## src/rtl/uart_rx_fifo_pkg.sv

```systemverilog
// Shared definitions for the UART receive buffer: capture FSM encoding
// and default buffer geometry.
package uart_rx_fifo_pkg;

  localparam int DEFAULT_DEPTH  = 16;
  localparam int DEFAULT_THRESH = 8;

  typedef enum logic [1:0] {
    IDLE     = 2'd0,
    ACK      = 2'd1,
    WAIT_LOW = 2'd2
  } cap_state_e;

endpackage

```

## src/rtl/uart_fifo_mem.sv

```systemverilog
// Receive buffer storage: one synchronous write port, one asynchronous
// read port, contents deliberately left without reset.
module uart_fifo_mem #(
  parameter int DEPTH = 16,
  parameter int WIDTH = 8
) (
  input  logic                     clk,
  input  logic                     we,
  input  logic [$clog2(DEPTH)-1:0] waddr,
  input  logic [WIDTH-1:0]         wdata,
  input  logic [$clog2(DEPTH)-1:0] raddr,
  output logic [WIDTH-1:0]         rdata
);

  logic [WIDTH-1:0] mem [DEPTH];

  always_ff @(posedge clk) begin
    if (we) mem[waddr] <= wdata;
  end

  assign rdata = mem[raddr];

endmodule

```

## src/rtl/uart_rx_fifo.sv

```systemverilog
// UART receive buffer: captures each byte offered on rec_valid exactly once,
// acknowledges it with rr, and queues it for the bus side (first-word-fall-through).
module uart_rx_fifo
  import uart_rx_fifo_pkg::*;
#(
  parameter int DEPTH  = DEFAULT_DEPTH,
  parameter int THRESH = DEFAULT_THRESH
) (
  input  logic                   clk,
  input  logic                   reset,
  input  logic [7:0]             rec_data,
  input  logic                   rec_valid,
  output logic                   rr,
  input  logic                   rd_en,
  output logic [7:0]             rd_data,
  output logic                   empty,
  output logic                   full,
  output logic [$clog2(DEPTH):0] level,
  output logic                   overrun,
  input  logic                   clr_ovr,
  output logic                   irq,
  output cap_state_e             cap_state
);

  localparam int AW = $clog2(DEPTH);
  localparam int LW = AW + 1;
  localparam logic [LW-1:0] FULL_LVL   = LW'(DEPTH);
  localparam logic [LW-1:0] THRESH_LVL = LW'(THRESH);

  // Handshake: a byte is taken on the edge where the FSM is IDLE and
  // rec_valid is high; rr pulses the following cycle, and a new byte is
  // only accepted after rec_valid has been seen low again.
  logic [AW-1:0] wr_ptr;
  logic [AW-1:0] rd_ptr;
  logic [7:0]    head;
  logic          capture;
  logic          pop;
  logic          wr_ok;

  assign capture = (cap_state == IDLE) && rec_valid;
  assign pop     = rd_en && !empty;
  // A pop on the same edge frees the slot, so a full buffer still accepts.
  assign wr_ok   = capture && (!full || pop);

  assign empty   = (level == '0);
  assign full    = (level == FULL_LVL);
  assign rd_data = empty ? 8'h00 : head;

  always_ff @(posedge clk or negedge reset) begin
    if (!reset) begin
      cap_state <= IDLE;
      rr        <= 1'b0;
    end else begin
      rr <= 1'b0;
      case (cap_state)
        IDLE: begin
          if (rec_valid) begin
            cap_state <= ACK;
            rr        <= 1'b1;
          end
        end
        ACK:      cap_state <= WAIT_LOW;
        WAIT_LOW: if (!rec_valid) cap_state <= IDLE;
        default:  cap_state <= IDLE;
      endcase
    end
  end

  always_ff @(posedge clk or negedge reset) begin
    if (!reset) begin
      wr_ptr  <= '0;
      rd_ptr  <= '0;
      level   <= '0;
      overrun <= 1'b0;
      irq     <= 1'b0;
    end else begin
      if (wr_ok) wr_ptr <= wr_ptr + AW'(1);
      if (pop)   rd_ptr <= rd_ptr + AW'(1);
      level <= level + LW'(wr_ok) - LW'(pop);
      // A dropped byte outranks a simultaneous clear.
      if (capture && !wr_ok) overrun <= 1'b1;
      else if (clr_ovr)      overrun <= 1'b0;
      irq <= (level >= THRESH_LVL) || overrun;
    end
  end

  uart_fifo_mem #(
    .DEPTH (DEPTH),
    .WIDTH (8)
  ) u_mem (
    .clk   (clk),
    .we    (wr_ok),
    .waddr (wr_ptr),
    .wdata (rec_data),
    .raddr (rd_ptr),
    .rdata (head)
  );

endmodule

```

## config.mk

```make
export PLATFORM = sky130hd
export DESIGN_NAME = uart_rx_fifo
export DESIGN_NICKNAME = d
export VERILOG_FILES = /design/src/rtl/uart_rx_fifo_pkg.sv /design/src/rtl/uart_fifo_mem.sv /design/src/rtl/uart_rx_fifo.sv
export SDC_FILE = /design/constraint.sdc
export NUM_CORES = 1
export LEC_CHECK = 0
export CORE_MARGIN = 2
export CORE_UTILIZATION = 53
export CTS_BUF_LIST = sky130_fd_sc_hd__clkbuf_2
export CTS_CLUSTER_DIAMETER = 80
export CTS_CLUSTER_SIZE = 12
export DETAILED_ROUTE_END_ITERATION = 12
export GPL_TIMING_DRIVEN = 0
export PLACE_DENSITY_LB_ADDON = 0.3
export SETUP_SLACK_MARGIN = 0.15
export SKIP_LAST_GASP = 1
export SLEW_MARGIN = 30
export SYNTH_ARGS = -nofsm -noshare
export SYNTH_HDL_FRONTEND = slang
export SYNTH_SLANG_ARGS = --single-unit
```

## constraint.sdc

```tcl
create_clock -name clk -period 3.02 [get_ports clk]
set_input_delay 0.755 -clock clk [delete_from_list [all_inputs] [get_ports clk]]
set_output_delay 0.755 -clock clk [all_outputs]
set_load 0.02 [all_outputs]
```

* Yosys cells after proc, flatten, opt, wreduce, memory -nomap -nowiden
Memory sizes are Yosys's and may differ from the RTL's.
Cells that the tools add are included.
** Storage, ports and cells
- Flip-flop bits (word level) :: 18
- Bits in writable memories :: 128
- Input bits :: 13
- Output and inout bits :: 20
- Word-level logic and storage cells :: 41
- Memories kept :: 1
** Memories
- u_mem.mem :: depth 16, width 8, read ports 1, clocked after memory_dff 0, wr ports 1, line uart_fifo_mem.sv:15 : logic [WIDTH-1:0] mem [DEPTH];
** Cells by class
- Add/sub/neg operators :: 4
- $lt $le $gt $ge :: 1
- Equality and inequality tests :: 5
- Multiplexer cells :: 10
- Reductions and logical operators :: 13
** Operators by type and width (number)
- 4-bit by 1-bit adder with 4-bit output (second input constant) :: 2
- 8-bit two-way mux :: 1
- 1-bit two-way mux :: 6
- 2-bit one-hot mux with 3 select lines :: 1
- 5-bit by 1-bit adder with 5-bit output :: 1
- 5-bit equality test (second input constant) :: 1
- 5-bit by 4-bit greater-or-equal comparator with 1-bit output (second input constant) :: 1
- 5-bit zero test :: 1
- 5-bit by 1-bit subtractor with 5-bit output :: 1
- 1-bit logical AND :: 4
- 2-bit two-way mux :: 2
- 2-bit != test (second input constant) :: 2
- 1-bit zero test :: 3
- 2-bit by 1-bit equality test with 1-bit output (second input constant) :: 1
- 2-bit equality test (second input constant) :: 1
- 2-bit zero test :: 1
- 1-bit logical OR :: 2
- 2-bit AND reduction :: 1
- 2-bit nonzero test :: 1

* Depth between registers and ports, before layout
- Depth in word-level cells :: 8
- Mapped depth :: 13
- Mapped depth without buffers :: 13

* Hierarchy
From an unflattened synthesis, not the netlist that was laid out.
** Unflattened totals
- Cells, all modules :: 303
- Area, all modules :: 5948.2 um^2
** Modules (own cells, without submodules)
- uart_fifo_mem :: instances 1, cells each 221, area an instance 4987.3 um^2, seq. area each 3843.7 um^2
- uart_rx_fifo :: instances 1, cells each 82, area an instance 960.9 um^2, seq. area each 450.4 um^2

* Least setup slack after synthesis
No wires, ideal clock.
- Kind :: reg2reg
- Start point :: reg level[2]
- End point :: reg level[4]
- Setup time :: 0.080 ns
- Arrival time :: 2.670 ns
- Required time :: 2.940 ns
- Slack :: 0.270 ns
- Stages on the path, launching flop included :: 13
- Path buffers :: 0
- Clock period less this slack :: 2.750 ns
- Cells stage by stage :: dfrtp_1 inv_1 ha_1 nor4b_4 nor2b_1 o21ai_0 ha_1 inv_1 fa_1 inv_1 a21oi_1 o21bai_1 xnor2_1
** On the way
- Longest elaborated chain between the ends :: 7
- Elaborated cells on any way between the ends :: 9
- Classes of those cells :: add/sub (2); eq/ne (1); reduce/logical (6)
** Ends and longest elaborated chain
- start: declaration :: line uart_rx_fifo.sv:18 : output logic [$clog2(DEPTH):0] level,
- start signal: assignment :: line uart_rx_fifo.sv:79 : level <= level + LW'(wr_ok) - LW'(pop);
- 5-bit zero test * :: line uart_rx_fifo.sv:45 : assign empty = (level == '0);
- named net empty :: line uart_rx_fifo.sv:16 : output logic empty,
- 1-bit zero test * :: line uart_rx_fifo.sv:41 : assign pop = rd_en && !empty;
- 1-bit logical AND * :: line uart_rx_fifo.sv:41
- 1-bit logical OR :: line uart_rx_fifo.sv:43 : assign wr_ok = capture && (!full || pop);
- 1-bit logical AND :: line uart_rx_fifo.sv:43
- 5-bit by 1-bit adder with 5-bit output :: line uart_rx_fifo.sv:79
- 5-bit by 1-bit subtractor with 5-bit output * :: line uart_rx_fifo.sv:79
The timed path passes the listed nets; every way through them passes the cells marked *.
A chain may end at the register's enable or synchronous reset.

* Final worst setup path
- Start point :: reg rd_ptr[1]
- End point :: out rd_data[5]
** On the way
- Longest elaborated chain between the ends :: 2
** Ends and longest elaborated chain
- start: declaration :: line uart_rx_fifo.sv:34 : logic [AW-1:0] rd_ptr;
- start signal: assignment :: line uart_rx_fifo.sv:78 : if (pop) rd_ptr <= rd_ptr + AW'(1);
- memory 16 x 8 bit
- 8-bit two-way mux :: line uart_rx_fifo.sv:47 : assign rd_data = empty ? 8'h00 : head;
- end: declaration :: line uart_rx_fifo.sv:15 : output logic [7:0] rd_data,
No other way between the ends.

==> results.json <==
{
  "cts.sinks": 146,
  "relSlewSlack_pct": 38.8,
  "fin_area_mm2": 0.00696,
  "p_leak_nw": 2.44,
  "synth_warnings": 0,
  "viasPerCell": 5.65,
  "clk_pin_slew_worst_paths_ns": 0.21,
  "total_power_mw": 6.48,
  "postPlaceCellArea_mm2": 0.00651,
  "worst_setup_path_end_kind": "output pin",
  "pwr-share-clk_pct": 18.0,
  "synth_seq_cells": 146,
  "cp.required_ns": 2.26,
  "drv_slew": 0,
  "synth_edf_count": 128,
  "p_sw_mw": 2.16,
  "hold_viol": 0,
  "cp_slowest_cell": "mux4_2",
  "clkLatencyLatePin_ns": 0.68,
  "violations": "negative setup slack",
  "initial_core_util_pct": 55.0,
  "final_core_util_pct": 63.6,
  "htree_levels": 4,
  "rows": 38,
  "antenna_left": 0,
  "grt_max_degree": 19,
  "pin_count": 33,
  "vias": 2963,
  "cap_violations": 0,
  "drtIter0Drc": 250,
  "internal_power_mw": 4.31,
  "clock_path_buffers": 2,
  "synth_flop_cell": "edfxtp_1",
  "die_w_um": 111,
  "yosysMostFrequentCell": "edfxtp_1",
  "status": "finished, violations left",
  "avgSynthCellArea_um2": 19.5,
  "fp.dieArea_mm2": 0.0122,
  "io_buffer_count": 32,
  "antenna_found_initial": 0,
  "crit_cells": 8,
  "synth_area_leaders": "edfxtp_1 64%, dfrtp_1 7.5%, mux4_2 7.5%",
  "final_cells": 524,
  "synth_top_area_cell": "edfxtp_1",
  "hold_path_class": "in2async",
  "max_freq_mhz": 304,
  "ys_seq_area_share_pct": 71.4,
  "cts_buffers": 17,
  "p_per_area_mw_per_mm2": 931,
  "syn_nets": 335,
  "grt_first_pass_wirelength_um": 17500,
  "die-height_um": 111,
  "worstPathArrival_ns": 2.54,
  "dr.pass1.iters": 5,
  "dp.cells": 481,
  "fin_crit_sh_pct": 109,
  "rsz0062_at_grt": "true",
  "combPwrFrac_pct": 42.7,
  "yosys.area.top_type_share_pct": 63.9,
  "cts_tree": "yes",
  "startpoint_type": "flip-flop",
  "p_sw_share_pct": 33.4,
  "setup_viol": 8,
  "root_buffer": "clkbuf_2",
  "synthTopCellsByCount": "128 x edfxtp_1, 20 x mux4_2, 18 x dfrtp_1",
  "critPathKind": "reg2out",
  "period_needed_ns": 3.29,
  "drive_gt1_share_pct": 28.6,
  "async_reset_ff_share_pct": 12.3,
  "slowest_delay_ns": 0.51,
  "worst-path-buf-inv": 4,
  "synth_cells": 309,
  "synth_cell_type_count": 38,
  "dpl.hpwl_um": 7300,
  "fin_ws_ns": -0.273,
  "grt_usage_pct": 19.7,
  "peakVddDrop_v": 0.000616,
  "grt_pass1_vias": 3101,
  "path_max_fanout": 5,
  "power_frac_seq_pct": 39.3,
  "finClkSkew_ns": 0.0362,
  "diodes": 0,
  "drc": 0,
  "coreArea_mm2": 0.0109,
  "area_growth_pct": 15.7,
  "worstRegToRegCells": 14,
  "gp_congestion": 0.750,
  "path_cells": "buf_6, buf_6, buf_12, mux4_2, nor2b_4, a211oi_2, a211oi_2, buf_4",
  "crit_family": "buffers and inverters",
  "routed_wl_um": 11300,
  "worstMarginPinSlew_ns": 0.915,
  "overflow": 0,
  "syn_area_mm2": 0.00601,
  "post_drt_wl_per_cell_um": 21.6,
  "fin_nets": 397
}
## registers in the layout, indices dropped and copies added (netlist names)
register   flops
u_mem.mem    128
level          5
rd_ptr         4
wr_ptr         4
cap_state      2
irq            1
overrun        1
rr             1
## kinds of logic after synthesis
kind of cell             Yosys count  synth area share (%)
flip-flops                       146                  71.4
XOR/XNOR                           9                  1.31
adder cells (fa/ha/maj)           13                  2.83
AND/OR/NAND/NOR                   43                  4.35
multiplexers                      41                  14.3
buffers and inverters             30                  2.66
AO/OA/AOI/OAI                     27                  3.16
## power groups by stage
stage / clock network [mW] / registers, mW / logic, mW
5_1_grt: 1.27 / 2.57 / 2.98
3_3_place_gp: 0 / 2.58 / 2.39
3_5_place_dp: 0 / 2.59 / 2.44
2_1_floorplan: 0 / 2.63 / 1.59
6_report: 1.16 / 2.55 / 2.77
4_1_cts: 1.19 / 2.55 / 2.71
## worst reg2reg max path, cell delays in order (launching register included)
cell and delay, ns:
dfrtp_1 0.43, inv_1 0.09, ha_1 0.22, nor4b_4 0.14, buf_6 0.17, nor2b_4 0.21, nand2_1 0.12, o21ai_0 0.09
ha_1 0.19, inv_1 0.06, fa_1 0.39, inv_1 0.07, a21oi_1 0.06, o21bai_1 0.17, xnor2_1 0.13
## layout by cell type, fill, tap and decap left out, types with 2 or more instances in the layout
cell,netlist,layout
nand3_1,5,5
mux4_2,20,29
buf_6,2,5
xnor2_1,7,7
o21ai_0,3,3
nor2b_4,0,4
clkinv_2,0,6
and2_1,8,8
nor2_1,5,5
mux4_1,12,3
bufinv_16,0,4
xor2_1,2,2
nand2_1,5,5
clkbuf_1,3,2
inv_1,15,15
clkbuf_2,0,21
mux2i_2,0,4
ha_1,12,12
and3_1,4,4
nand4_1,2,2
a21oi_1,2,2
buf_2,4,6
mux2i_1,8,4
dfrtp_1,18,18
buf_1,2,2
clkinv_1,0,3
edfxtp_1,128,128
a211oi_1,16,6
buf_12,1,4
clkdlybuf4s50_1,0,21
nor2b_1,9,5
a211oi_2,0,10
buf_4,3,12
## routing by layer
layer | up-vias | wire length (um) | GRT usage (%)
li1 | 1360 | - | -
met1 | 1493 | 4690 | 26.5
met2 | 97 | 5720 | 32.0
met3 | 13 | 734 | 5.49
met4 | 0 | 164 | 5.75
met5 | - | 0 | 0
## repair_timing
action	in CTS	in global routing
resized for setup	80	15
pin swaps	11	5
buffers inserted	8	1
cloned	1	0
setup endpoints to repair	11	11
hold buffers	0	1
endpoints found under the hold margin	0	18
## path summary, 6_finish.rpt
kind,from,endpoint,slack (ns)
min in group clk,cap_state[1],cap_state[1],0.54
hold / removal,reset,cap_state[1],0.50
setup / recovery,rd_ptr[1],rd_data[5],-0.27
setup reg to reg,level[2],level[4],0.41
max in group asynchronous,reset,rd_ptr[0],2.18
hold reg to reg,cap_state[1],cap_state[1],0.54
## metrics by stage
stage | setup TNS, ns | setup WS, ns | hold slack (ns)
finish | -1.92 | -0.273 | 0.499
global route | -3.10 | -0.425 | 0.461
CTS | -2.66 | -0.365 | 0.488
detailed placement | -1.90 | -0.213 | 0.517
global placement | -0.354 | -0.138 | 0.491
floorplan | 0 | 0.270 | 0.459
## cell type report
class | instances | area [um2]
flip-flops and latches | 146 | 4290
fillers | 782 | 3980
multi-input cells | 133 | 1620
repair buffers | 43 | 413
well taps | 140 | 175
clock inverters | 14 | 170
plain buffers | 15 | 136
clock buffers | 18 | 90.1
inverters | 15 | 56.3
No activity file was read; power rests on OpenSTA's default activity.
